<file path="config.mk">
export PLATFORM = sky130hd
export DESIGN_NAME = br_commit_tracker
export DESIGN_NICKNAME = d
export VERILOG_FILES = /design/src/rtl/br_commit_tracker.sv
export SDC_FILE = /design/constraint.sdc
export NUM_CORES = 1
export LEC_CHECK = 0
export ABC_CLOCK_PERIOD_IN_PS = 11100
export CORE_UTILIZATION = 43
export DETAILED_ROUTE_END_ITERATION = 10
export PLACE_DENSITY = 0.79
export SYNTH_ARGS = -nofsm -noshare
export SYNTH_HDL_FRONTEND = slang
export SYNTH_SLANG_ARGS = --single-unit
</file>
<file path="constraint.sdc">
create_clock -name clk_i -period 11.1 [get_ports clk_i]
set_input_delay 2.22 -clock clk_i [delete_from_list [all_inputs] [get_ports clk_i]]
set_output_delay 2.22 -clock clk_i [all_outputs]
set_load 0.005 [all_outputs]
</file>
<file path="src/rtl/br_commit_tracker.sv">
// br_commit_tracker
//
// Holds branch prediction metadata captured at fetch in an in-order queue.
// When EX resolves a control transfer, the resolution is paired with the
// oldest queued entry. A registered EXMEM_* update/recovery packet is then
// driven back into the agree predictor.
//
// Ports:
//   clk_i, rst_i             clock, synchronous active-high reset
//   IF_push_i, IF_pc_i,      enqueue metadata of a correct-path B-type/JAL
//   IF_btb_hit_i, IF_prediction_i, IF_bias_i, IF_ghr_data_i
//   EX_resolve_i, EX_is_jmp_i, EX_br_decision_i, EX_br_target_i
//                            resolution from EX (is_jmp=0 means JALR)
//   flush_i                  discard all queued entries
//   IF_full_o, count_o       occupancy, combinational from the count register
//   EXMEM_*                  registered commit packet, valid for one cycle
//   mispredict_o             registered; the packet is a redirect
//   err_o                    sticky overflow / empty-resolve error
//   stat_branches_o, stat_mispred_o  saturating performance counters
//
// Configuration macro: BR_COMMIT_STATS_EN enables the performance counters.
// When it is undefined, both stat outputs are tied to zero.
`timescale 1ns/1ps
module br_commit_tracker #(
  parameter int unsigned INDEX_WIDTH   = 6,
  parameter int unsigned HISTORY_WIDTH = 8,
  parameter int unsigned DEPTH         = 4
) (
  input  logic                          clk_i,
  input  logic                          rst_i,
  input  logic                          IF_push_i,
  input  logic [31:0]                   IF_pc_i,
  input  logic                          IF_btb_hit_i,
  input  logic                          IF_prediction_i,
  input  logic                          IF_bias_i,
  input  logic [HISTORY_WIDTH-1:0]      IF_ghr_data_i,
  input  logic                          EX_resolve_i,
  input  logic                          EX_is_jmp_i,
  input  logic                          EX_br_decision_i,
  input  logic [31:0]                   EX_br_target_i,
  input  logic                          flush_i,
  output logic                          IF_full_o,
  output logic [$clog2(DEPTH):0]        count_o,
  output logic                          EXMEM_is_jmp_o,
  output logic                          EXMEM_br_decision_o,
  output logic                          EXMEM_prediction_o,
  output logic                          EXMEM_btb_hit_o,
  output logic                          EXMEM_bias_o,
  output logic [HISTORY_WIDTH-1:0]      EXMEM_ghr_data_o,
  output logic [INDEX_WIDTH-1:0]        EXMEM_btb_wr_index_o,
  output logic [32-INDEX_WIDTH-2-1:0]   EXMEM_btb_wr_tag_o,
  output logic [31:0]                   EXMEM_btb_wr_target_o,
  output logic [HISTORY_WIDTH-1:0]      EXMEM_pht_wr_index_o,
  output logic                          mispredict_o,
  output logic                          err_o,
  output logic [31:0]                   stat_branches_o,
  output logic [31:0]                   stat_mispred_o
);

  localparam int unsigned PtrW = $clog2(DEPTH);
  localparam int unsigned CntW = PtrW + 1;
  localparam int unsigned TagW = 32 - INDEX_WIDTH - 2;

  // Queue storage; contents are qualified by count_q, so no reset is needed.
  logic [31:0]              pc_mem_q   [DEPTH];
  logic                     hit_mem_q  [DEPTH];
  logic                     pred_mem_q [DEPTH];
  logic                     bias_mem_q [DEPTH];
  logic [HISTORY_WIDTH-1:0] ghr_mem_q  [DEPTH];

  logic [PtrW-1:0] wr_ptr_q, wr_ptr_d;
  logic [PtrW-1:0] rd_ptr_q, rd_ptr_d;
  logic [CntW-1:0] count_q, count_d;
  logic            err_q, err_d;

  logic                     is_jmp_q, is_jmp_d;
  logic                     dec_q, dec_d;
  logic                     pred_q, pred_d;
  logic                     hit_q, hit_d;
  logic                     bias_q, bias_d;
  logic [HISTORY_WIDTH-1:0] ghr_q, ghr_d;
  logic [INDEX_WIDTH-1:0]   idx_q, idx_d;
  logic [TagW-1:0]          tag_q, tag_d;
  logic [31:0]              tgt_q, tgt_d;
  logic [HISTORY_WIDTH-1:0] pht_q, pht_d;
  logic                     mis_q, mis_d;

  logic                     hd_valid;
  logic [31:0]              hd_pc;
  logic                     hd_hit, hd_pred, hd_bias;
  logic [HISTORY_WIDTH-1:0] hd_ghr;
  logic                     full;
  logic                     res_br;
  logic                     pop;
  logic                     mispred;
  logic                     clear;
  logic                     push_ok;
  logic                     unused_pc;

  assign unused_pc = ^hd_pc[1:0];

  // Head metadata reads as zero when the queue is empty.
  assign hd_valid = (count_q != '0);
  assign hd_pc    = hd_valid ? pc_mem_q[rd_ptr_q]   : '0;
  assign hd_hit   = hd_valid ? hit_mem_q[rd_ptr_q]  : 1'b0;
  assign hd_pred  = hd_valid ? pred_mem_q[rd_ptr_q] : 1'b0;
  assign hd_bias  = hd_valid ? bias_mem_q[rd_ptr_q] : 1'b0;
  assign hd_ghr   = hd_valid ? ghr_mem_q[rd_ptr_q]  : '0;

  assign full    = (count_q == CntW'(DEPTH));
  assign res_br  = EX_resolve_i & EX_is_jmp_i;
  assign pop     = res_br & hd_valid;
  // JALR always redirects; a branch redirects when the fetch guess was wrong.
  assign mispred = EX_resolve_i & (~EX_is_jmp_i | (hd_pred ^ EX_br_decision_i));
  assign clear   = flush_i | mispred;
  // A pop frees a slot in the same cycle, so push+pop is legal when full.
  assign push_ok = IF_push_i & (~full | pop) & ~clear;

  always_comb begin
    wr_ptr_d = wr_ptr_q;
    rd_ptr_d = rd_ptr_q;
    count_d  = count_q;
    if (clear) begin
      wr_ptr_d = '0;
      rd_ptr_d = '0;
      count_d  = '0;
    end else begin
      wr_ptr_d = wr_ptr_q + PtrW'(push_ok);
      rd_ptr_d = rd_ptr_q + PtrW'(pop);
      count_d  = count_q + CntW'(push_ok) - CntW'(pop);
    end
  end

  // A push discarded as wrong-path (clear) is not an overflow.
  assign err_d = err_q | (IF_push_i & full & ~pop & ~clear) | (res_br & ~hd_valid);

  always_comb begin
    is_jmp_d = 1'b0;
    dec_d    = 1'b0;
    pred_d   = 1'b0;
    hit_d    = 1'b0;
    bias_d   = 1'b0;
    ghr_d    = '0;
    idx_d    = '0;
    tag_d    = '0;
    tgt_d    = '0;
    pht_d    = '0;
    mis_d    = 1'b0;
    if (EX_resolve_i) begin
      is_jmp_d = EX_is_jmp_i;
      dec_d    = EX_is_jmp_i ? EX_br_decision_i : 1'b1;
      tgt_d    = EX_br_target_i;
      mis_d    = mispred;
      if (EX_is_jmp_i) begin
        pred_d = hd_pred;
        hit_d  = hd_hit;
        bias_d = hd_bias;
        ghr_d  = hd_ghr;
        idx_d  = hd_pc[INDEX_WIDTH+1:2];
        tag_d  = hd_pc[31:INDEX_WIDTH+2];
        pht_d  = hd_pc[HISTORY_WIDTH+1:2];
      end
    end
  end

  always_ff @(posedge clk_i) begin
    if (push_ok) begin
      pc_mem_q[wr_ptr_q]   <= IF_pc_i;
      hit_mem_q[wr_ptr_q]  <= IF_btb_hit_i;
      pred_mem_q[wr_ptr_q] <= IF_prediction_i;
      bias_mem_q[wr_ptr_q] <= IF_bias_i;
      ghr_mem_q[wr_ptr_q]  <= IF_ghr_data_i;
    end
  end

  always_ff @(posedge clk_i) begin
    if (rst_i) begin
      wr_ptr_q <= '0;
      rd_ptr_q <= '0;
      count_q  <= '0;
      err_q    <= 1'b0;
      is_jmp_q <= 1'b0;
      dec_q    <= 1'b0;
      pred_q   <= 1'b0;
      hit_q    <= 1'b0;
      bias_q   <= 1'b0;
      ghr_q    <= '0;
      idx_q    <= '0;
      tag_q    <= '0;
      tgt_q    <= '0;
      pht_q    <= '0;
      mis_q    <= 1'b0;
    end else begin
      wr_ptr_q <= wr_ptr_d;
      rd_ptr_q <= rd_ptr_d;
      count_q  <= count_d;
      err_q    <= err_d;
      is_jmp_q <= is_jmp_d;
      dec_q    <= dec_d;
      pred_q   <= pred_d;
      hit_q    <= hit_d;
      bias_q   <= bias_d;
      ghr_q    <= ghr_d;
      idx_q    <= idx_d;
      tag_q    <= tag_d;
      tgt_q    <= tgt_d;
      pht_q    <= pht_d;
      mis_q    <= mis_d;
    end
  end

`ifdef BR_COMMIT_STATS_EN
  logic [31:0] stat_br_q, stat_br_d;
  logic [31:0] stat_mp_q, stat_mp_d;

  // Saturating counters, updated at the same edge as the packet.
  always_comb begin
    stat_br_d = stat_br_q;
    stat_mp_d = stat_mp_q;
    if (EX_resolve_i && (stat_br_q != 32'hFFFF_FFFF)) stat_br_d = stat_br_q + 32'd1;
    if (mispred && (stat_mp_q != 32'hFFFF_FFFF))      stat_mp_d = stat_mp_q + 32'd1;
  end

  always_ff @(posedge clk_i) begin
    if (rst_i) begin
      stat_br_q <= '0;
      stat_mp_q <= '0;
    end else begin
      stat_br_q <= stat_br_d;
      stat_mp_q <= stat_mp_d;
    end
  end

  assign stat_branches_o = stat_br_q;
  assign stat_mispred_o  = stat_mp_q;
`else
  assign stat_branches_o = '0;
  assign stat_mispred_o  = '0;
`endif

  assign IF_full_o             = full;
  assign count_o               = count_q;
  assign EXMEM_is_jmp_o        = is_jmp_q;
  assign EXMEM_br_decision_o   = dec_q;
  assign EXMEM_prediction_o    = pred_q;
  assign EXMEM_btb_hit_o       = hit_q;
  assign EXMEM_bias_o          = bias_q;
  assign EXMEM_ghr_data_o      = ghr_q;
  assign EXMEM_btb_wr_index_o  = idx_q;
  assign EXMEM_btb_wr_tag_o    = tag_q;
  assign EXMEM_btb_wr_target_o = tgt_q;
  assign EXMEM_pht_wr_index_o  = pht_q;
  assign mispredict_o          = mis_q;
  assign err_o                 = err_q;

endmodule

</file>
==> results of run 1 <==
-- area by class of cell --
type | instances | area, µm² | area share
clock buffers | 34 | 701 | 0.0605
clock inverters | 14 | 131 | 0.0113
inverters | 7 | 26.3 | 0.00227
multi-input cells | 224 | 2010 | 0.174
flip-flops and latches | 248 | 6610 | 0.571
well taps | 270 | 338 | 0.0292
repair buffers | 179 | 1760 | 0.152
-- metal layers --
metal  up-vias  track usage
met1      2263        0.184
met4         2       0.0490
met3        34       0.0425
met5         -            0
li1       2094            -
met2       193        0.283
-- cells by family after synthesis --
kind of cell	count (synthesis)	share of synthesized area
AO/OA/AOI/OAI	21	0.0189
other	1	0.000416
multiplexers	41	0.102
buffers and inverters	100	0.0732
adder cells (fa/ha/maj)	5	0.00777
flip-flops	248	0.732
XOR/XNOR	4	0.00388
AND/OR/NAND/NOR	89	0.0610
-- per-stage QoR --
stage                     cell area (µm²)  cells  utilization  setup WS (ns)
final                               11600    976        0.567           6.14
after detailed placement            10700    928        0.526           5.57
after CTS                           11600    976        0.567           6.12
after global routing                11600    976        0.567           5.99
after floorplan                      9260    572            -           3.33
after global placement              10700    928        0.526           5.68
-- cell usage in the layout (no fill, tap or decap), types with 2 or more instances in the layout --
cell,instances
clkdlybuf4s50_1,168
edfxtp_1,164
dfxtp_1,82
conb_1,64
nor2b_1,42
mux4_2,41
and2_1,34
clkbuf_16,26
buf_4,11
inv_1,7
a21oi_1,7
clkbuf_1,6
clkinv_1,5
nand2b_1,4
a211oi_1,4
ha_1,4
clkinv_2,4
a2111oi_2,3
xnor2_1,3
nor2_1,2
a31oi_1,2
a21o_1,2
nand3_1,2
bufinv_16,2
clkbuf_8,2
-- power groups by stage --
stage | Combinational (mW) | Clock, mW | Sequential, mW
after global routing | 0.0867 | 0.885 | 1.00
after CTS | 0.0802 | 0.851 | 1.00
after global placement | 0.0772 | 0 | 1.02
after floorplan | 0.0427 | 0 | 1.02
final | 0.0801 | 0.831 | 1.00
after detailed placement | 0.0796 | 0 | 1.02
-- worst max-delay path, stage by stage --
cell	delay, ns
clkdlybuf4s50_1	0.59
inv_1	0.09
a2111o_1	0.62
a2111oi_4	1.02
buf_4	0.54
-- sequential cells by signal, indices dropped and copies added, names as in the netlist, 2 cells and up --
name	cells
pc_mem_q	120
EXMEM_btb_wr_target_o	32
ghr_mem_q	32
EXMEM_btb_wr_tag_o	24
EXMEM_ghr_data_o	8
EXMEM_btb_wr_index_o	5
bias_mem_q	4
hit_mem_q	4
pred_mem_q	4
count_o	3
rd_ptr_q	2
wr_ptr_q	2
-- how the worst min path moves through the flow --
stage	slack [ns]	cells past startpoint	to	start
floorplan	0.51	2	err_o	err_o
global placement	0.52	2	err_o	err_o
detailed placement	0.53	2	err_o	err_o
CTS	0.56	2	err_o	err_o
global route	0.57	2	err_o	err_o
finish	0.56	2	err_o	err_o
==> reports/qor.yml, run 1 <==
routing:
  vias_per_cell: 4.70
  m1WireLength_mm: 6.65
  met3_length_mm: 1.22
  antenna_left: 0
  drt-pass1-iter-count: 5
  wl_mm: 17.1
  wl_per_cell_um: 17.5
  drtIter0Drc: 209
  wl_met2_mm: 8.74
  routed.top_layer: "met5"
  vias: 4586
  drc: 0
clock_network:
  insertion_delay_ns: 0.53
  cts.repair.resized: 0
  cts.clk_slew.worst_paths_ns: 0.06
  hold_buffers: 0
  cts_buffers: 26
  cts.sinks: 248
  cts_tree: "done"
  clock_tree.root_cell: "clkbuf_16"
  htree_levels: 1
  cts_setup_buffers: 0
  clockBufferDepth: 3
pwr:
  clockPowerShare: 0.435
  power_density_mw_per_mm2: 165
  p_int_mw: 1.54
  finalPower_mw: 1.91
  p_seq_frac: 0.524
  combPwrFrac: 0.042
  switching_share: 0.197
  ir_worst_vdd_mv: 0.134
  power_switching_uw: 376
  p_leak_nw: 3.96
status:
  status: "completed"
floorplanning:
  die_h_um: 147
  core_mm2: 0.0204
  rows: 52
  ioPinCount: 235
  dieArea_mm2: 0.0216
  start_util: 0.442
  fp.dieW_um: 147
setup_path:
  rr_endpoint: "pc_mem_q[0][3]"
  timing.rr.start: "rd_ptr_q[0]"
  start_kind: "primary input"
  crit_fanout: 29
  crit_type: "primary input to flip-flop"
  required_ns: 11.26
  r2r_cells: 4
  crit_end: "pc_mem_q[0][3]"
  end_kind: "flip-flop"
  worst_ep_arrival_time_ns: 5.13
  reg2reg_slack_ns: 6.82
  crit_start: "EX_is_jmp_i"
logic_synthesis:
  synth_enable_flop_cells: 164
  syn_area_per_cell_um2: 17.7
  synth.area.top_cells: "edfxtp_1, dfxtp_1, mux4_2"
  yosysSeqAreaShare: 0.732
  synthTopCellsByCount: "edfxtp_1, dfxtp_1, buf_4"
  synth_largest_area_cell: "edfxtp_1"
  async_reset_ff_frac: 0
  netlist.area_leader.share: 0.546
  ys_warn_count: 0
  ys.flop_type: "edfxtp_1"
  ys_seq_elements: 248
  syn_area_mm2: 0.00902
  syn_inst: 509
  ys_types: 31
  synth_most_common_cell: "edfxtp_1"
sta:
  hold_slack_ns: 0.563
  maxSlewViolCount: 0
  clock_skew_ns: 0.0149
  rsz0062_at_grt: "false"
  max_slew.worst_pin.slew_ns: 1.08
  clock.fmax_mhz: 201
  finalCritPeriodShare: 0.447
  maxSlewHeadroom: 0.279
  tns_ns: 0
  hold_violations: 0
  min_period_ns: 4.96
  setup_viol: 0
global_routing:
  grt_usage: 0.158
  grt_pass1_vias: 4816
  grt_overflow: 0
  grt_max_degree: 43
  antenna_found_initial: 1
  grt_first_pass_wirelength_mm: 26.3
cells_and_area:
  nFillCells: 1539
  antennaDiodeCount: 0
  drive_above_1_share: 0.136
  nNetsFinal: 773
  synthToLayoutAreaGrowth_pct: 28.4
worst_hold_path:
  hold_class: "flip-flop to flip-flop"
placement:
  port_buffers: 168
  dp_hpwl_mm: 10.6
  place.gp.congestion: 0.847
flow_run:
  maxCapViolCount: 0
Power figures use the tool's default switching activity.
==> run 2, diff against run 1 <==
- ABC_CLOCK_PERIOD_IN_PS: 11100 -> 4100
- PLACE_DENSITY: 0.79 -> 0.82
- clock period: 11.1 -> 4.1 ns (I/O delays scaled with it)
==> run 2 against run 1 <==
Critical path depth up 7. Non-clock buffer count is the same. Clock skew shrank 0.0072 ns. Total power increased to 2.7 times the previous value. Utilization increased by 0.26 points. Flip-flop and latch count unchanged. Die area stayed put. Global-route usage decreased by 0.77 points. Final area increased by 0.46%. Sequential share of layout area is 0.26 points lower. Hold slack got worse by 0.031 ns. Register-to-register slack got worse by 5.5 ns. Critical path type unchanged. Critical endpoint is now count_o[2]. Largest cell class unchanged. Highest routed layer is now met4.
==> reports/qor.yml, run 2 (synthesized netlist as in run 1, its figures left out) <==
floorplanning:
  ioPinCount: 235
  dieArea_mm2: 0.0216
  rows: 52
  die_h_um: 147
  core_mm2: 0.0204
  fp.dieW_um: 147
  start_util: 0.442
worst_hold_path:
  hold_depth: 2
  min_to: "err_o"
  hold_class: "flip-flop to flip-flop"
  min_from: "err_o"
clock_network:
  cts.clk_slew.worst_paths_ns: 0.06
  cts_setup_buffers: 0
  hold_buffers: 0
  htree_levels: 1
  insertion_delay_ns: 0.51
  cts_buffers: 25
  clockBufferDepth: 3
  cts.repair.resized: 0
  cts_tree: "done"
  clock_tree.root_cell: "clkbuf_16"
  cts.sinks: 248
global_routing:
  antenna_found_initial: 0
  grt_max_degree: 42
  grt_pass1_vias: 4577
  grt_first_pass_wirelength_mm: 24.7
  grt_overflow: 0
  grt_usage: 0.150
setup_path:
  crit_type: "primary input to flip-flop"
  start_kind: "primary input"
  reg2reg_slack_ns: 1.30
  end_kind: "flip-flop"
  r2r_cells: 10
  rr_endpoint: "count_o[2]"
  crit_start: "EX_is_jmp_i"
  crit_fanout: 6
  required_ns: 4.52
  worst_ep_arrival_time_ns: 3.27
  timing.rr.start: "pred_mem_q[0]"
pwr:
  power_switching_uw: 980
  p_seq_frac: 0.532
  p_leak_nw: 3.95
  power_density_mw_per_mm2: 438
  finalPower_mw: 5.09
  combPwrFrac: 0.043
  switching_share: 0.193
  p_int_mw: 4.11
  ir_worst_vdd_mv: 0.332
  clockPowerShare: 0.425
sta:
  maxSlewViolCount: 0
  max_slew.worst_pin.slew_ns: 0.808
  hold_violations: 0
  finalCritPeriodShare: 0.696
  setup_viol: 0
  hold_slack_ns: 0.533
  rsz0062_at_grt: "false"
  min_period_ns: 2.85
  clock.fmax_mhz: 351
  clock_skew_ns: 0.00769
  maxSlewHeadroom: 0.461
cells_and_area:
  nNetsFinal: 772
  final_common_cell: "clkdlybuf4s50_1"
  antennaDiodeCount: 0
  final_cell_mix: "clkdlybuf4s50_1, edfxtp_1, dfxtp_1"
  instances_no_fill: 973
  synthToLayoutAreaGrowth_pct: 29.0
  largest_register: "pc_mem_q"
  drive_above_1_share: 0.135
  largest_reg_flops: 120
routing:
  wl_per_cell_um: 16.9
  wl_mm: 16.4
  antenna_left: 0
  drt-pass1-iter-count: 6
  vias_per_cell: 4.64
  drc: 0
  drtIter0Drc: 224
  vias: 4519
placement:
  place.gp.congestion: 0.767
  place.detailed.instances: 928
  dp_hpwl_mm: 10.1
  port_buffers: 168
status:
  status: "completed"
flow_run:
  maxCapViolCount: 0
run 2: changes by cell type in the layout (fill, tap and decap cells not counted), sizes merged:
| cell | before | now |
|---|---|---|
| clkinv | 11 | 5 |
| bufinv | 2 | 1 |
| clkbuf | 34 | 38 |
run 2: critical path, stage by stage:
cell	delay (ns)
clkdlybuf4s50_1	0.51
and2_1	0.23
o41ai_2	0.21
buf_4	0.25
a21o_1	0.10
ha_1	0.22
inv_1	0.06
ha_1	0.13
inv_1	0.05
fa_1	0.37
xnor2_1	0.14
a211oi_1	0.19
run 2: worst max path at each step:
| stage | slack, ns | end |
|---|---|---|
| after floorplan | -0.45 | bias_mem_q[1] |
| after global routing | 1.08 | count_o[2] |
| after global placement | 0.79 | count_o[2] |
| after detailed placement | 0.74 | count_o[2] |
| after CTS | 1.27 | count_o[2] |
| final | 1.25 | count_o[2] |
run 2: per-layer routing:
metal,track usage,share of wire,vias to the layer above
li1,-,-,2083
met1,0.182,0.40,2234
met2,0.271,0.52,171
met3,0.0320,0.065,31
met4,0.0406,0.021,0
met5,0,0,-
run 2: area by class of cell:
type | count | area, µm²
Fill cell | 1580 | 8790
Sequential cell | 248 | 6610
Multi-Input combinational cell | 224 | 2050
Timing Repair Buffer | 179 | 1810
Clock buffer | 38 | 726
Tap cell | 270 | 338
Clock inverter | 7 | 65.1
Inverter | 7 | 26.3
run 2: through the flow:
step	setup WS, ns	util	instance area, µm²	TNS [ns]
after floorplan	-0.453	-	9270	-55.72
final	1.25	0.570	11600	0
after detailed placement	0.744	0.531	10800	0
after global placement	0.792	0.531	10800	0
after CTS	1.27	0.570	11600	0
after global routing	1.08	0.570	11600	0
run 2: power by group through the flow:
stage	logic (mW)	clock network, mW	registers, mW
CTS	0.223	2.21	2.71
finish	0.221	2.16	2.71
global route	0.241	2.30	2.71
floorplan	0.117	0	2.77
detailed placement	0.221	0	2.76
global placement	0.216	0	2.76
==> run 3, diff against run 2 <==
- ABC_CLOCK_PERIOD_IN_PS: 4100 -> 2370
- clock period: 4.1 -> 2.37 ns (I/O delays scaled with it)
==> run 3 against run 2 <==
The flow now finishes with violations (setup timing). Setup slack got worse by 1.6 ns. Largest cell class unchanged. Cell count up 5.3%. Utilization up 4.3 points. Clock skew about the same. Total power rose by 78%. Hold slack worse by 0.016 ns. Sequential power is 73% higher. Critical path type is now flip-flop to flip-flop. Die area is the same.
==> reports/qor.yml, run 3 (synthesized netlist as in run 1, its figures left out) <==
placement:
  dpl_cell_area_mm2: 0.0109
  place.gp.congestion: 0.700
  pre_cts_slack_ns: -0.424
  dp_hpwl_mm: 11.0
  port_buffers: 168
clock_network:
  cts.clk_slew.worst_paths_ns: 0.06
  hold_buffers: 0
  cts.sinks: 248
  htree_levels: 1
  cts_tree: "done"
  insertion_delay_ns: 0.51
  clockBufferDepth: 3
  cts_buffers: 26
  clock_tree.root_cell: "clkbuf_16"
sta:
  worst_slack_ns: -0.355
  rsz0062_at_grt: "true"
  hold_violations: 0
  min_period_ns: 2.72
  setup_viol: 166
  max_slew.worst_pin.slew_ns: 0.822
  finalCritPeriodShare: 1.15
  clock.fmax_mhz: 367
  clock_skew_ns: 0.00792
  maxSlewHeadroom: 0.452
  maxSlewViolCount: 0
  tns_ns: -40.90
cells_and_area:
  final_area_mm2: 0.0125
  largest_register: "pc_mem_q"
  final_common_cell: "clkdlybuf4s50_1"
  largest_reg_flops: 120
  post-route-util: 0.612
  final_cell_mix: "clkdlybuf4s50_1, edfxtp_1, dfxtp_1"
  synthToLayoutAreaGrowth_pct: 38.6
  nNetsFinal: 822
  antennaDiodeCount: 0
  drive_above_1_share: 0.200
setup_path:
  worst_ep_arrival_time_ns: 2.95
  crit_fanout: 12
  crit_type: "flip-flop to flip-flop"
  end_kind: "flip-flop"
  start_kind: "flip-flop"
  required_ns: 2.60
status:
  violations: "setup timing"
  status: "finished, violations left"
global_routing:
  antenna_found_initial: 0
  grt_usage: 0.176
  grt_pass1_vias: 5059
  grt_overflow: 0
  grt_max_degree: 42
  grt_first_pass_wirelength_mm: 29.0
floorplanning:
  rows: 52
  ioPinCount: 235
  core_mm2: 0.0204
  dieArea_mm2: 0.0216
  fp.dieW_um: 147
  die_h_um: 147
  start_util: 0.442
pwr:
  p_leak_nw: 4.37
  ir_worst_vdd_mv: 0.601
  finalPower_mw: 9.06
  power_density_mw_per_mm2: 725
routing:
  antenna_left: 0
  drt-pass1-iter-count: 4
  vias: 4897
  wl_mm: 19.1
  drtIter0Drc: 279
  wl_per_cell_um: 18.7
  drc: 0
  vias_per_cell: 4.78
flow_run:
  maxCapViolCount: 0
worst_hold_path:
  hold_class: "primary input to flip-flop"
==> run 3: path summary, 6_finish.rpt <==
path	endpoint	slack, ns	from	cells past startpoint
max reg2reg	ghr_mem_q[3][7]	-0.35	pred_mem_q[0]	8
max	ghr_mem_q[3][7]	-0.35	pred_mem_q[0]	8
min	EXMEM_btb_wr_target_o[28]	0.52	EX_br_target_i[28]	2
min reg2reg	err_o	0.54	err_o	2
==> run 3: final cells by class <==
cell class / count / area (µm²)
multi-input combinational: 224 / 2070
tap: 270 / 338
inverter: 7 / 26.3
fill: 1428 / 7920
sequential: 248 / 6610
clock buffer: 36 / 749
timing repair buffer: 228 / 2630
clock inverter: 12 / 87.6
==> run 3: routing by layer <==
| layer | up-vias | GRT usage | part of all wire |
|---|---|---|---|
| li1 | 2193 | - | - |
| met1 | 2435 | 0.216 | 0.39 |
| met5 | - | 0 | 0 |
| met4 | 0 | 0.0505 | 0.024 |
| met2 | 235 | 0.316 | 0.53 |
| met3 | 34 | 0.0335 | 0.054 |
==> run 3: worst max-delay path: stages, from the launching register on <==
cell	delay, ns
edfxtp_1	0.39
mux4_2	0.50
a2111o_1	0.39
buf_4	0.15
buf_12	0.14
a2111oi_4	0.37
buf_6	0.22
buf_6	0.14
buf_8	0.13
==> run 3: power by group <==
part           internal, mW  switching [mW]  total [mW]
Combinational         0.278           0.179       0.457
Clock                  2.31            1.60        3.92
Sequential             4.67          0.0177        4.69
==> run 3: timing repair <==
action,CTS,global route
endpoints found under the hold margin,0,0
buffers inserted,11,7
resized for setup,59,6
pin swaps,2,1
gates cloned,13,3
setup endpoints to repair,166,168
==> run 3: through the flow <==
stage	std cells	hold slack (ns)
global route	1025	0.514
CTS	1017	0.497
floorplan	572	0.513
detailed placement	945	0.530
finish	1025	0.517
global placement	945	0.521
